`config.mk`:
```
export PLATFORM = sky130hd
export DESIGN_NAME = reg_read_arbiter_flat
export DESIGN_NICKNAME = d
export VERILOG_FILES = /design/src/rtl/reg_read_arb_pkg.sv /design/src/rtl/reg_read_arbiter_if.sv /design/src/rtl/rra_starve_counter.sv /design/src/rtl/reg_read_arbiter.sv /design/src/flat_wrapper.sv
export SDC_FILE = /design/constraint.sdc
export NUM_CORES = 1
export LEC_CHECK = 0
export BUFFER_PORTS_ARGS = -buffer_cell sky130_fd_sc_hd__buf_2
export CAP_MARGIN = 20
export CELL_PAD_IN_SITES_DETAIL_PLACEMENT = 1
export CELL_PAD_IN_SITES_GLOBAL_PLACEMENT = 2
export CORE_ASPECT_RATIO = 1.2
export CORE_UTILIZATION = 21
export DETAILED_ROUTE_END_ITERATION = 12
export GPL_TIMING_DRIVEN = 0
export PLACE_DENSITY = 0.79
export SYNTH_ARGS = -nofsm -noshare
export SYNTH_HDL_FRONTEND = slang
export SYNTH_HIERARCHICAL = 1
export SYNTH_SLANG_ARGS = --single-unit
```
`constraint.sdc`:
```
create_clock -name clk -period 2.8 [get_ports clk]
set_input_delay 0 -clock clk [delete_from_list [all_inputs] [get_ports clk]]
set_output_delay 0 -clock clk [all_outputs]
set_load 0.03 [all_outputs]
```
`src/rtl/reg_read_arb_pkg.sv`:
```
// Shared types and elaboration helpers for the register-file read-port arbiter.
package reg_read_arb_pkg;

  localparam int DEF_ADDR_W = 5;
  localparam int DEF_DATA_W = 32;

  typedef enum logic [1:0] {
    IDLE = 2'd0,
    WAIT = 2'd1,
    RESP = 2'd2
  } rra_state_e;

  // Forced grant must be reachable: the counter has to be able to hold the bound.
  function automatic bit starve_max_legal(input int starve_max, input int cnt_w);
    return (starve_max >= 1) && (starve_max <= 15) && (starve_max < (1 << cnt_w));
  endfunction

endpackage

```
`src/rtl/reg_read_arbiter_if.sv`:
```
// Secondary (syscall/debug) read channel: request/grant in, valid/ready response out.
interface reg_read_arbiter_if #(
  parameter int ADDR_W = 5,
  parameter int DATA_W = 32
);
  logic              dbg_req;
  logic [ADDR_W-1:0] dbg_addr;
  logic              dbg_gnt;
  logic              dbg_rvalid;
  logic [DATA_W-1:0] dbg_rdata;
  logic              dbg_rready;

  modport master (
    output dbg_req, dbg_addr, dbg_rready,
    input  dbg_gnt, dbg_rvalid, dbg_rdata
  );

  modport slave (
    input  dbg_req, dbg_addr, dbg_rready,
    output dbg_gnt, dbg_rvalid, dbg_rdata
  );
endinterface

```
`src/rtl/rra_starve_counter.sv`:
```
// Saturating count of denied WAIT cycles; at_max requests a forced port-2 grant.
// One-cycle update latency; clear has priority over enable.
module rra_starve_counter #(
  parameter int CNT_W = 4,
  parameter int MAX   = 4
) (
  input  logic clk,
  input  logic rst_n,
  input  logic clr,
  input  logic en,
  output logic at_max
);

  localparam logic [CNT_W-1:0] MAX_V = CNT_W'(MAX);

  logic [CNT_W-1:0] cnt;

  always_ff @(posedge clk) begin
    if (!rst_n) begin
      cnt <= '0;
    end else if (clr) begin
      cnt <= '0;
    end else if (en && !at_max) begin
      cnt <= cnt + CNT_W'(1);
    end
  end

  assign at_max = (cnt == MAX_V);

endmodule

```
`src/rtl/reg_read_arbiter.sv`:
```
// Lends regfile read port 2 to a debug requester when ID leaves it free, or forces it after STARVE_MAX denials.
// Latency: read 1..1+STARVE_MAX cycles after grant, response the cycle after; forced read stalls ID one cycle.
// Backpressure: response held in RESP until dbg_rready; no grant while held. RRA_STALL_CNT_EN adds stall_cnt.
module reg_read_arbiter
  import reg_read_arb_pkg::*;
#(
  parameter int DATA_W     = DEF_DATA_W,
  parameter int ADDR_W     = DEF_ADDR_W,
  parameter int STARVE_MAX = 4,
  parameter int CNT_W      = 4
) (
  input  logic              clk,
  input  logic              rst_n,
  input  logic              id_valid,
  input  logic [ADDR_W-1:0] id_r1,
  input  logic [ADDR_W-1:0] id_r2,
  input  logic              id_r2_used,
  output logic [ADDR_W-1:0] rf_ra1,
  output logic [ADDR_W-1:0] rf_ra2,
  input  logic [DATA_W-1:0] rf_rd1,
  input  logic [DATA_W-1:0] rf_rd2,
  output logic              id_stall,
`ifdef RRA_STALL_CNT_EN
  output logic [31:0]       stall_cnt,
`endif
  reg_read_arbiter_if.slave dbg
);

  if (!starve_max_legal(STARVE_MAX, CNT_W)) begin : g_bad_starve_max
    $error("reg_read_arbiter: STARVE_MAX must be 1..15 and fit in CNT_W");
  end

  rra_state_e        state_q, state_d;
  logic [ADDR_W-1:0] addr_q;
  logic [DATA_W-1:0] rdata_q;
  logic              port2_free;
  logic              at_max;
  logic              perform;
  logic              gnt;
  logic              cnt_en;
  logic              rvalid;

  // Port-1 data feeds the ID datapath directly; kept here for a uniform regfile boundary.
  logic unused_rd1;
  assign unused_rd1 = ^rf_rd1;

  assign port2_free = !id_valid || !id_r2_used;

  always_ff @(posedge clk) begin
    if (!rst_n) begin
      state_q <= IDLE;
    end else begin
      state_q <= state_d;
    end
  end

  always_comb begin
    state_d = state_q;
    case (state_q)
      IDLE:    if (dbg.dbg_req) state_d = WAIT;
      WAIT:    if (port2_free || at_max) state_d = RESP;
      RESP:    if (dbg.dbg_rready) state_d = IDLE;
      default: state_d = IDLE;
    endcase
  end

  // Outputs are gated by rst_n so nothing is granted or stalled while reset is held.
  always_comb begin
    gnt      = 1'b0;
    perform  = 1'b0;
    id_stall = 1'b0;
    cnt_en   = 1'b0;
    rvalid   = 1'b0;
    case (state_q)
      IDLE: gnt = rst_n && dbg.dbg_req;
      WAIT: begin
        if (rst_n) begin
          if (port2_free) begin
            perform = 1'b1;
          end else if (at_max) begin
            perform  = 1'b1;
            id_stall = 1'b1;
          end else begin
            cnt_en = 1'b1;
          end
        end
      end
      RESP:    rvalid = 1'b1;
      default: ;
    endcase
  end

  always_ff @(posedge clk) begin
    if (!rst_n) begin
      addr_q  <= '0;
      rdata_q <= '0;
    end else begin
      if (gnt) addr_q <= dbg.dbg_addr;
      if (perform) rdata_q <= rf_rd2;
    end
  end

  rra_starve_counter #(
    .CNT_W (CNT_W),
    .MAX   (STARVE_MAX)
  ) u_starve (
    .clk    (clk),
    .rst_n  (rst_n),
    .clr    (gnt),
    .en     (cnt_en),
    .at_max (at_max)
  );

`ifdef RRA_STALL_CNT_EN
  always_ff @(posedge clk) begin
    if (!rst_n) begin
      stall_cnt <= '0;
    end else if (id_stall) begin
      stall_cnt <= stall_cnt + 32'd1;
    end
  end
`endif

  assign rf_ra1         = id_r1;
  assign rf_ra2         = perform ? addr_q : id_r2;
  assign dbg.dbg_gnt    = gnt;
  assign dbg.dbg_rvalid = rvalid;
  assign dbg.dbg_rdata  = rdata_q;

endmodule

```
`src/flat_wrapper.sv`:
```
// flat-port wrapper written by rule: the top's interface ports become plain ports
module reg_read_arbiter_flat import reg_read_arb_pkg::*;
#(
  parameter int DATA_W     = DEF_DATA_W,
  parameter int ADDR_W     = DEF_ADDR_W,
  parameter int STARVE_MAX = 4,
  parameter int CNT_W      = 4
)
  (clk, rst_n, id_valid, id_r1, id_r2, id_r2_used, rf_ra1, rf_ra2, rf_rd1, rf_rd2, id_stall, dbg_dbg_req, dbg_dbg_addr, dbg_dbg_rready, dbg_dbg_gnt, dbg_dbg_rvalid, dbg_dbg_rdata);
  reg_read_arbiter_if #(.ADDR_W(ADDR_W), .DATA_W(DATA_W)) dbg_i ();
  input  logic clk;
  input  logic rst_n;
  input  logic id_valid;
  input  logic [ADDR_W-1:0] id_r1;
  input  logic [ADDR_W-1:0] id_r2;
  input  logic id_r2_used;
  output logic [ADDR_W-1:0] rf_ra1;
  output logic [ADDR_W-1:0] rf_ra2;
  input  logic [DATA_W-1:0] rf_rd1;
  input  logic [DATA_W-1:0] rf_rd2;
  output logic id_stall;
  input wire logic [$bits(dbg_i.dbg_req)-1:0] dbg_dbg_req;
  input wire logic [$bits(dbg_i.dbg_addr)-1:0] dbg_dbg_addr;
  input wire logic [$bits(dbg_i.dbg_rready)-1:0] dbg_dbg_rready;
  output wire logic [$bits(dbg_i.dbg_gnt)-1:0] dbg_dbg_gnt;
  output wire logic [$bits(dbg_i.dbg_rvalid)-1:0] dbg_dbg_rvalid;
  output wire logic [$bits(dbg_i.dbg_rdata)-1:0] dbg_dbg_rdata;
  assign dbg_i.dbg_req = dbg_dbg_req;
  assign dbg_i.dbg_addr = dbg_dbg_addr;
  assign dbg_i.dbg_rready = dbg_dbg_rready;
  assign dbg_dbg_gnt = dbg_i.dbg_gnt;
  assign dbg_dbg_rvalid = dbg_i.dbg_rvalid;
  assign dbg_dbg_rdata = dbg_i.dbg_rdata;
  reg_read_arbiter #(.DATA_W(DATA_W), .ADDR_W(ADDR_W), .STARVE_MAX(STARVE_MAX), .CNT_W(CNT_W)) u_core (.clk(clk), .rst_n(rst_n), .id_valid(id_valid), .id_r1(id_r1), .id_r2(id_r2), .id_r2_used(id_r2_used), .rf_ra1(rf_ra1), .rf_ra2(rf_ra2), .rf_rd1(rf_rd1), .rf_rd2(rf_rd2), .id_stall(id_stall), .dbg(dbg_i));
endmodule
```
==> out/results.ini, run 1 <==
[run_status]
status=finished, final reports clean

[timing]
fin_tns_setup_ns=0
worstMarginPinSlew_ns=0.604
fmax_mhz=426
fin_crit_ns=2.35
setup_slack_ns=0.454
hold_viol=0
fin_crit_sh=0.838
slew_headroom=0.596
drv_slew=0
setup_viol=0
skew_ns=0.00767
rsz0062_at_grt=false

[setup_path]
reg2reg_from=u_core/u_starve/cnt[0]
worst-endpoint-required_ns=2.80
ff2ff_path_depth=9
crit_type=reg -> out
reg2reg_slack_ns=0.51
arrival_ns=2.35
r2r-end=u_core/u_starve/cnt[3]
crit_fanout=10
critical_path.endpoint_type=output port
cp-start-kind=flop

[clocking]
cts_buffers=5
insertion_delay_ns=0.30
h-tree-depth=2
clockBufferDepth=2
clk_pin_slew_ns=0.09
cts_tree=done
root_buffer=clkbuf_8
cts_sinks=43

[placement]
place_ws_ns=0.268
io_buffers=92
place.gp.congestion=0.670
hpwlAfterDp_mm=4.03
dpl.cell_count=421

[layout]
drive_gt1_frac=0.396
final_nets=437
area_growth_pct=56.5
fin_cells=468
diodes=0
final_util=0.343

[yosys]
synth_enable_flop_cells=0
syn_inst=212
synth_ff_type=dfxtp_1
ys_seq_area_frac=0.452
syn-num-nets=299
yosysUniqueCellTypes=29
syn_area_mm2=0.00191
yosysTopAreaCell=dfxtp_1
yosys_warnings=6
ys_seq_elements=43
yosysTopAreaCellShare=0.452
synth_commonest_cells=43 x dfxtp_1, 35 x nand3_1, 33 x nand2_1
syn_area_per_cell_um2=8.99
synthArstFlopShare=0
synth_area_leaders=dfxtp_1 45%, nand3_1 9.2%, o21ai_2 9.2%, nand2_1 6.5%, mux2_4 3.9%
yosys.cell_count.top_type=dfxtp_1

[hold_path]
min_path_cells=4
hold_path_class=in -> reg
min_from=dbg_dbg_rready
hold_path_end=u_core/state_q[1]

[route]
viasPerCell=4.23
routed_wl_mm=6.07
ant_nets=0
vias=1981
first_iter_violations=24
dr.pass1.iters=4
drt-wirelength-per-cell_um=13.0
drc=0

[floorplan]
dieArea_mm2=0.00946
io_pins=130
die_width_um=89.0
die_height_um=106
num_rows=37
start_util=0.219
core_area_mm2=0.00870

[grt]
grt_pass1_vias=1970
gr-total-overflow=0
grt_usage=0.132
grt_pass1_wl_mm=9.56
antenna_found_initial=0
grt_max_degree=14

[power]
vdd_drop_max_v=0.000180
total_leakage_power_uw=0.00134
finalPower_uw=1360
p_per_area_mw_per_mm2=456

[flow_run]
drv_cap=0

-- flip-flops by register name (all words and copies together), names as in the netlist --
| name | flops |
|---|---|
| u_core/dbg.dbg_rdata | 32 |
| u_core/addr_q | 5 |
| u_core/u_starve/cnt | 4 |
| u_core/state_q | 2 |
-- placed cells by master, fill, tap and decap left out, drive strengths merged, types with 4 or more instances in the layout --
master,synthesis,final
buf,11,105
dfxtp,43,43
dlygate4sd3,0,37
nand3,35,35
o21ai,34,34
nand2,33,33
clkbuf,10,16
nor2b,7,7
inv,6,6
mux2i,6,6
mux2,5,5
a21oi,4,4
-- cell type report --
type                    instances  area (um^2)
fillers                      1069         5720
multi-input cells             142          880
flip-flops and latches         43          861
repair buffers                131          846
well taps                     117          146
plain buffers                  21          143
clock buffers                   6         72.6
inverters                       6         22.5
clock inverters                 2         12.5
-- cell families (layout without fill, tap and decap cells) --
logic type / count (synthesis) / count (layout) / share of synthesized area
AO/OA/AOI/OAI: 39 / 39 / 0.142
adder cells (fa/ha/maj): 2 / 2 / 0.0131
buffers and inverters: 27 / 166 / 0.0867
flip-flops: 43 / 43 / 0.452
multiplexers: 11 / 11 / 0.0709
AND/OR/NAND/NOR: 90 / 90 / 0.235
-- how the worst max path moves through the flow --
| stage | startpoint | endpoint | slack, ns |
|---|---|---|---|
| 2_1_floorplan | u_core/u_starve/cnt[0] | u_core/u_starve/cnt[3] | 0.82 |
| 3_3_place_gp | u_core/u_starve/cnt[0] | u_core/u_starve/cnt[3] | 0.29 |
| 3_5_place_dp | u_core/u_starve/cnt[0] | u_core/u_starve/cnt[3] | 0.27 |
| 4_1_cts | u_core/u_starve/cnt[0] | rf_ra2[3] | 0.15 |
| 5_1_grt | u_core/u_starve/cnt[0] | rf_ra2[3] | 0.26 |
| 6_report | u_core/u_starve/cnt[0] | rf_ra2[3] | 0.45 |
-- routing by layer --
metal,vias to the layer above,global-route usage,share of wire
met4,0,0.0499,0.024
met3,11,0.0264,0.039
met1,913,0.159,0.44
met2,60,0.226,0.50
li1,997,-,-
met5,-,0,0
-- stage by stage --
stage	hold WS, ns	area (um^2)
final	0.0445	2980
after global routing	0.0860	2980
after CTS	0.0327	2970
after detailed placement	0.231	2510
after global placement	0.223	2510
after floorplan	0.130	1910
-- timing repair --
action	in CTS	in global routing
setup endpoints to repair	0	1
hold endpoints to repair	37	0
resized for setup	0	0
buffers inserted	0	2
hold buffers	37	0
-- where the power goes --
group / internal (uW) / total (uW) / switching, uW
clock network: 175 / 402 / 227
registers: 642 / 658 / 16.0
logic: 133 / 299 / 166
-- worst max-delay path, stage by stage (launching register included) --
cell and delay (ns):
dfxtp_1 0.39, inv_1 0.07, ha_1 0.21, nand3b_1 0.13
inv_1 0.10, nand3b_1 0.30, and2_4 0.22, buf_6 0.15
mux2_4 0.30, buf_2 0.18
(Power assumes the default switching activity.)
==> inputs of run 2 (changes only) <==
--- a/config.mk
+++ b/config.mk
@@ -10,10 +10,10 @@
 export CELL_PAD_IN_SITES_DETAIL_PLACEMENT = 1
 export CELL_PAD_IN_SITES_GLOBAL_PLACEMENT = 2
 export CORE_ASPECT_RATIO = 1.2
-export CORE_UTILIZATION = 21
+export CORE_UTILIZATION = 19
 export DETAILED_ROUTE_END_ITERATION = 12
 export GPL_TIMING_DRIVEN = 0
-export PLACE_DENSITY = 0.79
+export PLACE_DENSITY = 0.76
 export SYNTH_ARGS = -nofsm -noshare
 export SYNTH_HDL_FRONTEND = slang
 export SYNTH_HIERARCHICAL = 1
==> constraint.sdc (replaced) <==
create_clock -name clk -period 2 [get_ports clk]
set_input_delay 0 -clock clk [delete_from_list [all_inputs] [get_ports clk]]
set_output_delay 0 -clock clk [all_outputs]
set_load 0.03 [all_outputs]
==> run 2 against run 1 <==
Compared with the run above:
- the flow now finishes with violations (negative setup slack)
- combinational power up 52%
- final area up 12%
- via count up 6.7%
- clock skew down 0.0022 ns
- sequential share of layout area down 3.1 points
- critical path depth up 1
- sequential power up 40%
- clock power up 98%
- worst hold slack better by 0.017 ns
- utilization up 0.54 points
- largest power group unchanged
- highest routed layer unchanged
==> out/results.ini, run 2 (same netlist as run 1, synthesis figures left out) <==
[placement]
postPlaceCellArea_mm2=0.00252  ; was 0.00251 mm^2
io_buffers=92  ; unchanged
place.gp.congestion=0.680  ; was 0.670
hpwlAfterDp_mm=4.27  ; was 4.03 mm

[clocking]
h-tree-depth=2  ; unchanged
cts_sinks=43  ; unchanged
cts_tree=done  ; unchanged
cts_buffers=5  ; unchanged
root_buffer=clkbuf_16  ; was clkbuf_8
insertion_delay_ns=0.28  ; was 0.30 ns
clk_pin_slew_ns=0.06  ; was 0.09 ns
clockBufferDepth=2  ; unchanged

[setup_path]
critical_path.endpoint_type=flop  ; was output port
worst-endpoint-required_ns=2.21  ; was 2.80 ns
crit_fanout=6  ; was 10
crit_type=reg -> reg  ; was reg -> out
cpPeakStageDelay_ns=0.36  ; was 0.39 ns
crit_chain=inv_2, ha_4, nand3b_1, inv_2, nand3b_1, buf_6, nor2b_4, nand4_1, or3_1, a21oi_1  ; was inv_1, ha_1, nand3b_1, inv_1, nand3b_1, and2_4, buf_6, mux2_4, buf_2
arrival_ns=2.27  ; was 2.35 ns
critPathSlowestCell=or3_1  ; was dfxtp_1
cp-start-kind=flop  ; unchanged

[grt]
grt_max_degree=13  ; was 14
gr-total-overflow=0  ; unchanged
antenna_found_initial=0  ; unchanged
grt_usage=0.134  ; was 0.132
grt_pass1_vias=2336  ; was 1970
grt_pass1_wl_mm=11.0  ; was 9.56 mm

[power]
vdd_drop_max_v=0.000370  ; was 0.000180 V
p_per_area_mw_per_mm2=649  ; was 456 mW/mm^2
total_leakage_power_uw=0.00151  ; was 0.00134 uW

[layout]
final_nets=460  ; was 437
fin_area_mm2=0.00335  ; was 0.00298 mm^2
final_common_cell=buf_2  ; unchanged
layout_common_cells=89 x buf_2, 41 x dfxtp_1, 37 x dlygate4sd3_1  ; was 92 x buf_2, 43 x dfxtp_1, 37 x dlygate4sd3_1
area_growth_pct=75.6  ; was 56.5%
drive_gt1_frac=0.463  ; was 0.396
largest_register_ffs=32  ; unchanged
diodes=0  ; unchanged

[run_status]
violations=negative setup slack
status=complete, but fails checks  ; was finished, final reports clean

[hold_path]
hold_path_class=in -> reg  ; unchanged

[floorplan]
io_pins=130  ; unchanged
core_area_mm2=0.00961  ; was 0.00870 mm^2
start_util=0.198  ; was 0.219
die_height_um=112  ; was 106 um
dieArea_mm2=0.0104  ; was 0.00946 mm^2
die_width_um=93.4  ; was 89.0 um
num_rows=39  ; was 37

[timing]
whs_ns=0.0619  ; was 0.0445 ns
rsz0062_at_grt=true  ; was false
fin_crit_ns=2.06
fin_crit_sh=1.03
worstMarginPinSlew_ns=0.598  ; was 0.604 ns
fmax_mhz=486
drv_slew=0  ; unchanged
setup_viol=1  ; was 0
fin_tns_setup_ns=-0.0573  ; was 0 ns
setup_slack_ns=-0.0573  ; was 0.454 ns
skew_ns=0.00550  ; was 0.00767 ns
hold_viol=0  ; unchanged
slew_headroom=0.600  ; was 0.596

[route]
drt-wirelength-per-cell_um=14.1  ; was 13.0 um
vias=2114  ; was 1981
first_iter_violations=29  ; was 24
routed_wl_mm=7.03  ; was 6.07 mm
drc=0  ; unchanged
ant_nets=0  ; unchanged
viasPerCell=4.25  ; was 4.23
dr.pass1.iters=4  ; unchanged

[flow_run]
drv_cap=0  ; unchanged

run 2: cell types whose count changed in the layout (fill, tap and decap cells not counted), moves of 3 or more:
| cell | change |
|---|---|
| buf_4 | +15 |
| buf_6 | +10 |
| clkbuf_16 | +6 |
| clkbuf_8 | -5 |
| buf_2 | -3 |
| inv_1 | -3 |
| inv_2 | +3 |
run 2: per-layer routing:
metal,up-vias,part of all wire,track usage
met2,57,0.53,0.259
met5,-,0,0
li1,1042,-,-
met1,1003,0.40,0.139
met3,12,0.044,0.0301
met4,0,0.023,0.0472
run 2: final cells by class:
class | instances | area, um^2
Fill cell | 1137 | 6270
Timing Repair Buffer | 155 | 1100
Multi-Input combinational cell | 142 | 913
Sequential cell | 43 | 863
Tap cell | 123 | 154
Buffer | 20 | 151
Clock buffer | 7 | 133
Inverter | 6 | 22.5
Clock inverter | 1 | 5.00
run 2: timing repair:
action | in CTS | in global routing
endpoints found under the hold margin | 37 | 0
gates cloned | 0 | 1
setup buffers | 20 | 5
resized for setup | 18 | 23
pin swaps | 2 | 7
endpoints found under the setup margin | 41 | 36
hold buffers | 37 | 0
run 2: critical path: cells and delay by family, from the launching register on:
kind	cells	cell delay, ns
DFF	1	0.35
AOI/OAI and AO/OA	1	0.14
buffers and inverters	3	0.29
and+or+nand+nor	5	1.05
adders and majority gates	1	0.16
run 2: stage by stage:
step,util,instances,power (uW),worst slack (ns)
6_report,0.348,497,2170,-0.0573
5_1_grt,0.348,497,2290,-0.179
4_1_cts,0.335,491,2200,-0.00808
3_5_place_dp,0.262,427,1310,-0.552
3_3_place_gp,0.262,427,1300,-0.471
2_1_floorplan,-,212,1170,0.0212
run 2: worst paths after layout:
check / startpoint / to / slack (ns) / depth (start not counted)
setup / recovery: u_core/u_starve/cnt[0] / u_core/u_starve/cnt[3] / -0.06 / 10
hold / removal: dbg_dbg_rready / u_core/state_q[1] / 0.06 / 4
setup reg to reg: u_core/u_starve/cnt[0] / u_core/u_starve/cnt[3] / -0.06 / 10
hold reg to reg: u_core/dbg.dbg_rdata[17] / u_core/dbg.dbg_rdata[17] / 0.45 / 2
run 2: where the power goes:
part	switching [uW]	leakage [uW]	internal, uW
Combinational	244	0.00109	211
Clock	333	0.0000679	462
Sequential	21.2	0.000351	900
Total	599	0.00151	1570
==> inputs of run 3 (changes only) <==
--- a/config.mk
+++ b/config.mk
@@ -12,7 +12,7 @@
 export CORE_ASPECT_RATIO = 1.2
 export CORE_UTILIZATION = 19
 export DETAILED_ROUTE_END_ITERATION = 12
-export GPL_TIMING_DRIVEN = 0
+export GPL_TIMING_DRIVEN = 1
 export PLACE_DENSITY = 0.76
 export SYNTH_ARGS = -nofsm -noshare
 export SYNTH_HDL_FRONTEND = slang
==> run 3 against run 2 <==
Compared with the run above:
- the flow now finishes without violations
- clock power increased by 3%
- flip-flop and latch count unchanged
- non-clock buffer count decreased by 35
- final area decreased by 9.0%
- maximum frequency increased by 9.4%
- global-route usage decreased by 0.57 points
- critical path depth decreased by 2
- critical endpoint is now rf_ra2[3]
- largest cell class unchanged
==> out/results.ini, run 3 (same netlist as run 1, synthesis figures left out) <==
[run_status]
status=finished, final reports clean  ; was complete, but fails checks

[power]
total_leakage_power_uw=0.00137  ; was 0.00151 uW
vdd_drop_max_v=0.000328  ; was 0.000370 V
p_per_area_mw_per_mm2=704  ; was 649 mW/mm^2

[floorplan]
dieArea_mm2=0.0104  ; unchanged
core_area_mm2=0.00961  ; unchanged
start_util=0.198  ; unchanged
io_pins=130  ; unchanged
die_width_um=93.4  ; unchanged
num_rows=39  ; unchanged
die_height_um=112  ; unchanged

[layout]
n_fill_cell=1133  ; was 1137
diodes=0  ; unchanged
fin_cells=462  ; was 497
drive_gt1_frac=0.425  ; was 0.463
largest_register_ffs=32  ; unchanged
final_common_cell=buf_2  ; unchanged
area_growth_pct=59.9  ; was 75.6%
final_nets=426  ; was 460
layout_common_cells=82 x buf_2, 41 x dfxtp_1, 37 x dlygate4sd3_1  ; was 89 x buf_2, 41 x dfxtp_1, 37 x dlygate4sd3_1
final_util=0.317  ; was 0.348

[grt]
grt_max_degree=42  ; was 13
grt_pass1_vias=2124  ; was 2336
grt_usage=0.129  ; was 0.134
antenna_found_initial=0  ; unchanged
grt_pass1_wl_mm=10.4  ; was 11.0 mm
gr-total-overflow=0  ; unchanged

[placement]
io_buffers=87  ; was 92
dpl.cell_count=412  ; was 427
place.gp.congestion=0.732  ; was 0.680
hpwlAfterDp_mm=3.83  ; was 4.27 mm

[timing]
worstMarginPinSlew_ns=0.458  ; was 0.598 ns
slew_headroom=0.694  ; was 0.600
drv_slew=0  ; unchanged
fin_crit_sh=0.940  ; was 1.03
hold_viol=0  ; unchanged
setup_viol=0  ; was 1
skew_ns=0.00488  ; was 0.00550 ns
fmax_mhz=532  ; was 486 MHz
fin_crit_ns=1.88  ; was 2.06 ns
fin_tns_setup_ns=0  ; was -0.0573 ns
rsz0062_at_grt=false  ; was true

[route]
drt-met1-wl_mm=2.68  ; was 2.80 mm
dr_wl_met2_mm=3.22  ; was 3.76 mm
dr.pass1.iters=4  ; unchanged
ant_nets=0  ; unchanged
routed_wl_mm=6.27  ; was 7.03 mm
viasPerCell=4.19  ; was 4.25
drt-wirelength-per-cell_um=13.6  ; was 14.1 um
vias=1938  ; was 2114
top_layer=met4  ; unchanged
dr_wl_met3_um=296  ; was 311 um
drc=0  ; unchanged
first_iter_violations=57  ; was 29

[clocking]
insertion_delay_ns=0.28  ; about the same
h-tree-depth=2  ; unchanged
clockBufferDepth=2  ; unchanged
cts_buffers=5  ; unchanged
cts_tree=done  ; unchanged
clk_pin_slew_ns=0.06  ; about the same
root_buffer=clkbuf_16  ; unchanged
cts_sinks=43  ; unchanged

[setup_path]
worst-endpoint-required_ns=2.00  ; was 2.21 ns
critical_path.endpoint_type=output port  ; was flop
crit_type=reg -> out  ; was reg -> reg
cp-start-kind=flop  ; unchanged
arrival_ns=1.88  ; was 2.27 ns
crit_fanout=7  ; was 6

[hold_path]
hold_path_class=in -> out  ; was in -> reg

[flow_run]
drv_cap=0  ; unchanged

-- run 3: cell types whose count changed in the layout (fill, tap and decap cells not counted), sizes merged --
| cell | delta |
|---|---|
| buf | -26 |
| clkbuf | -10 |
| and2 | +1 |
-- run 3: final timing paths --
check / start / to / slack [ns] / cells past startpoint
max: u_core/u_starve/cnt[0] / rf_ra2[3] / 0.12 / 8
min: id_r1[3] / rf_ra1[3] / 0.00001 / 0
max reg2reg: u_core/u_starve/cnt[0] / u_core/u_starve/cnt[3] / 0.21 / 10
min reg2reg: u_core/dbg.dbg_rdata[17] / u_core/dbg.dbg_rdata[17] / 0.45 / 2
-- run 3: cell type report --
type	count	area, um^2	share of cell area
timing repair buffer	140	961	0.315
multi-input combinational	143	902	0.296
sequential	43	863	0.283
tap	123	154	0.0505
clock buffer	6	139	0.0456
inverter	6	22.5	0.00739
clock inverter	1	5.00	0.00164
-- run 3: through the flow --
stage | hold WS (ns) | area [um^2] | worst slack (ns) | total power [uW]
2_1_floorplan | 0.130 | 1910 | 0.0212 | 1170
3_3_place_gp | 0.000222 | 2430 | 0.0337 | 1270
3_5_place_dp | 0.000222 | 2430 | 0.000179 | 1280
4_1_cts | 0.000222 | 2990 | 0.00354 | 2170
5_1_grt | 0.0000447 | 3050 | 0.00193 | 2260
6_report | 0.0000107 | 3050 | 0.120 | 2140
-- run 3: layer usage --
layer / global-route usage / vias up
met1: 0.148 / 913
met3: 0.0301 / 8
li1: - / 970
met5: 0 / -
met2: 0.234 / 47
met4: 0.0359 / 0
-- run 3: repair_timing --
action                                 CTS  global route
hold buffers                            37             0
pin swaps                                1             2
buffers inserted                         4             1
setup endpoints to repair               20             9
gates resized for setup                  0            23
gates cloned                             1             0
endpoints found under the hold margin   37             0
-- run 3: power by group --
part / internal [uW] / leakage [uW] / switching, uW
Clock: 488 / 0.0000727 / 328
Combinational: 183 / 0.000945 / 222
Sequential: 900 / 0.000351 / 23.9
Total: 1570 / 0.00137 / 574
-- run 3: critical path, stage by stage (launching register included) --
cell and delay (ns):
dfxtp_2 0.33, inv_2 0.05, ha_4 0.15, nand3b_1 0.10, inv_1 0.05, nand3b_1 0.21, and2_4 0.25, mux2_4 0.31
buf_6 0.14
